<file path="src/rtl/dff_pipe.sv">
// dff_pipe: stallable, flushable WIDTH x DEPTH register delay line.
// Carries a valid flag alongside every data stage and keeps a registered
// count of how many stages currently hold valid words. Bubbles are written
// as RST_VAL so that idle stages never carry stale data downstream.
module dff_pipe #(
    parameter int                WIDTH   = 8,
    parameter int                DEPTH   = 4,
    parameter logic [WIDTH-1:0]  RST_VAL = '0,
    localparam int               OCC_W   = $clog2(DEPTH + 1)
) (
    input  logic              clk,
    input  logic              rstn,
    input  logic              en,
    input  logic              clr,
    input  logic [WIDTH-1:0]  d,
    input  logic              vld_in,
    output logic [WIDTH-1:0]  q,
    output logic              vld_out,
    output logic [OCC_W-1:0]  occ
);

    logic [WIDTH-1:0] data_q [DEPTH];
    logic [WIDTH-1:0] data_d [DEPTH];
    logic [DEPTH-1:0] vld_q;
    logic [DEPTH-1:0] vld_d;
    logic [OCC_W-1:0] occ_q;
    logic [OCC_W-1:0] occ_d;

    // Next-state: clear beats advance, advance beats hold.
    always_comb begin
        data_d = data_q;
        vld_d  = vld_q;
        occ_d  = occ_q;
        if (clr) begin
            for (int i = 0; i < DEPTH; i++) begin
                data_d[i] = RST_VAL;
            end
            vld_d = '0;
            occ_d = '0;
        end else if (en) begin
            data_d[0] = vld_in ? d : RST_VAL;
            vld_d[0]  = vld_in;
            for (int i = 1; i < DEPTH; i++) begin
                data_d[i] = data_q[i-1];
                vld_d[i]  = vld_q[i-1];
            end
            // Entering and leaving words cancel; only the unbalanced cases move occ.
            case ({vld_in, vld_q[DEPTH-1]})
                2'b10:   occ_d = occ_q + OCC_W'(1);
                2'b01:   occ_d = occ_q - OCC_W'(1);
                default: occ_d = occ_q;
            endcase
        end
    end

    // State registers; reset empties every stage without waiting for a clock.
    always_ff @(posedge clk or negedge rstn) begin
        if (!rstn) begin
            for (int i = 0; i < DEPTH; i++) begin
                data_q[i] <= RST_VAL;
            end
            vld_q <= '0;
            occ_q <= '0;
        end else begin
            for (int i = 0; i < DEPTH; i++) begin
                data_q[i] <= data_d[i];
            end
            vld_q <= vld_d;
            occ_q <= occ_d;
        end
    end

    assign q       = data_q[DEPTH-1];
    assign vld_out = vld_q[DEPTH-1];
    assign occ     = occ_q;

endmodule

</file>
<file path="config.mk">
export PLATFORM = sky130hd
export DESIGN_NAME = dff_pipe
export DESIGN_NICKNAME = d
export VERILOG_FILES = /design/src/rtl/dff_pipe.sv
export SDC_FILE = /design/constraint.sdc
export NUM_CORES = 1
export LEC_CHECK = 0
export CORE_MARGIN = 2
export CORE_UTILIZATION = 53
export DETAILED_ROUTE_END_ITERATION = 12
export PLACE_DENSITY = 0.75
export SLEW_MARGIN = 20
export SYNTH_ARGS = -nofsm -noshare
export SYNTH_HDL_FRONTEND = slang
export SYNTH_SLANG_ARGS = --single-unit
</file>
<file path="constraint.sdc">
create_clock -name clk -period 4 [get_ports clk]
set_clock_uncertainty 0.15 [all_clocks]
set_input_delay 0.6 -clock clk [delete_from_list [all_inputs] [get_ports clk]]
set_output_delay 0.6 -clock clk [all_outputs]
set_load 0.1 [all_outputs]
</file>
==> flow_metrics.tcl <==
set metrics [dict create \
    crit_chain "clkdlybuf4s50_1 > nand2b_1 > xnor2_1 > ha_1 > or4b_1 > a21oi_1 > mux2_1" \
    tns_ns 0 \
    cts_tree "done" \
    max_cap_violations 0 \
    slew_headroom_pct 34.4 \
    min_period_ns 2.77 \
    netlist.area_leader.share_pct 57.7 \
    required_ns 4.07 \
    grt_pass1_vias 1082 \
    place_congestion 0.738 \
    finalInstanceArea_um2 1960 \
    grt_pass1_wl_um 4860 \
    yosysWarningCount 0 \
    ys_types 20 \
    ys_top_cells_by_count "dfrtp_1 (39), nor2_1 (29), mux2i_1 (28)" \
    p_leak_nw 0.945 \
    async_reset_ff_share_pct 100 \
    diodes 0 \
    cts.sinks 39 \
    wl_per_cell_um 13.0 \
    dr.pass1.iters 4 \
    dpl-instance-area_um2 1890 \
    core-area_um2 3050 \
    rows 20 \
    status "finished clean" \
    start_util_pct 55.4 \
    p_int_w 0.000531 \
    synth-edff-count 0 \
    cts-root-buf "clkbuf_4" \
    avgViaCountPerCell 5.27 \
    worstSetupStartpointType "input pin" \
    grt.overflow.total 0 \
    arrival_ns 2.84 \
    routed_wl_um 2780 \
    synth.area.top_cells "dfrtp_1 (58%), mux2i_1 (17%), nor2_1 (6.4%)" \
    cts_resized 0 \
    fillers 275 \
    drv_slew 0 \
    detail-route-antenna-nets 0 \
    worstSkewPairLatency_ns 0.32 \
    vias 1128 \
    worstMarginPinSlew_ns 0.980 \
    setup_viol 0 \
    syn_inst 154 \
    clock.fmax_mhz 361 \
    power.switching_w 0.000163 \
    die_h_um 60.5 \
    max_stage_delay_ns 0.66 \
    cts_hold_buf 0 \
    hold_class "in -> async" \
    cts_max_path_buffers 2 \
    powerDensity_nw_per_um2 354 \
    chipWidth_um 60.5 \
    num-nets-final 183 \
    final_util_pct 64.1 \
    pin_count 25 \
    seqPwrFrac_pct 58.6 \
    htreeDepth 2 \
    grt_max_degree 40 \
    synth-seq-area-share_pct 57.7 \
    io_buffers 24 \
    drive_gt1_share_pct 6.47 \
    path_max_fanout 13 \
    combPwrFrac_pct 10.0 \
    antenna_found_initial 0 \
    peakVddDrop_mv 0.290 \
    clkPwrFrac_pct 31.4 \
    yosys.cell_count.top_type "dfrtp_1" \
    fin_crit_sh_pct 69.3 \
    rsz0062_at_grt "no" \
    cts.clk_slew.worst_paths_ns 0.11 \
    netlist_area_um2 1690 \
    drc 0 \
    cts-buffers-inserted 5 \
    post-synth-top-area-cell "dfrtp_1" \
    hold_violations 0 \
    switching_share_pct 23.5 \
    drt-initial-drc-count 50 \
    syn_to_final_growth_pct 15.8 \
    cp-end-kind "flop" \
    synthFlopType "dfrtp_1" \
    critPathSlowestCell "clkdlybuf4s50_1" \
    die_area_um2 3660 \
    yosys_register_bits 39 \
    path_class "in -> reg" \
    hpwl_um 1830 \
    synth.net_count 168 \
    post_cts_buffers 0 \
    grt.total_usage_pct 18.1 \
    synth.avg_cell_area_um2 11.0 \
]
-- power groups by stage --
stage          registers (W)  logic (W)  clock network (W)
2_1_floorplan       0.000421  0.0000352                  0
3_3_place_gp        0.000414  0.0000692                  0
3_5_place_dp        0.000414  0.0000706                  0
4_1_cts             0.000406  0.0000707           0.000228
5_1_grt             0.000408  0.0000765           0.000241
6_report            0.000406  0.0000696           0.000218
-- routing by layer --
layer  track usage [%]  up-vias  wire (um)
met5                 0        -          0
met1              24.1      556       1270
met3              3.84        4        129
met4              6.52        0         34
met2              29.7       30       1350
li1                  -      538          -
-- registers in the layout (all words and copies together), names as in the netlist --
name	cells
data_q	24
q	8
occ	3
vld_q	4
-- placed cells by master (no fill, tap or decap), drive strengths merged --
master         count
clkdlybuf4s50     22
or4b               1
nand2              8
ha                 1
o21ai              2
mux2i             28
mux2               1
inv                1
a21oi             11
clkbuf             8
xnor2              2
nor2              29
nand3              8
or3                1
nor2b              1
nand2b             1
buf                4
nand3b             2
dfrtp             39
-- stage by stage --
stage | hold WS (ns) | power [W] | std cells | worst slack [ns]
after floorplan | 0.154 | 0.000456 | 154 | 1.31
after global placement | 0.350 | 0.000483 | 206 | 0.998
after detailed placement | 0.361 | 0.000485 | 206 | 0.899
after CTS | 0.234 | 0.000705 | 214 | 1.25
after global routing | 0.280 | 0.000725 | 214 | 1.12
final | 0.218 | 0.000694 | 214 | 1.23
-- cells by family (layout without fill, tap and decap cells) --
| logic type | Yosys count | after routing | share of synthesized area (%) |
|---|---|---|---|
| xor gates and xnor gates | 2 | 2 | 1.04 |
| buffers and inverters | 19 | 35 | 6.29 |
| adders and majority gates | 1 | 1 | 0.740 |
| and+or+nand+nor | 51 | 51 | 13.2 |
| AOI/OAI and AO/OA | 13 | 13 | 3.85 |
| DFF | 39 | 39 | 57.7 |
| muxes | 29 | 29 | 17.2 |
-- final cells by class --
cell class                      count  area (um^2)  area share, %
Sequential cell                    39          976           49.8
Multi-Input combinational cell     96          609           31.1
Clock buffer                        8         68.8           3.51
Inverter                            1         3.75          0.192
Tap cell                           44         55.1           2.81
Timing Repair Buffer               26          245           12.5
-- critical path: cells and delay by family --
kind | cells | cell delay (ns)
AOI/OAI and AO/OA | 1 | 0.17
xor gates and xnor gates | 1 | 0.14
adders and majority gates | 1 | 0.19
buffers and inverters | 1 | 0.66
muxes | 1 | 0.34
and+or+nand+nor | 2 | 0.74
-- worst paths after layout --
path	from	end	slack [ns]	cells past startpoint
setup / recovery	vld_in	occ[2]	1.23	7
max in group asynchronous	rstn	data_q[19]	2.96	1
min in group clk	data_q[28]	data_q[28]	0.38	2
setup reg to reg	vld_q[3]	occ[2]	1.90	6
hold reg to reg	data_q[28]	data_q[28]	0.38	2
hold / removal	rstn	q[6]	0.22	1
Power figures use the tool's default switching activity.
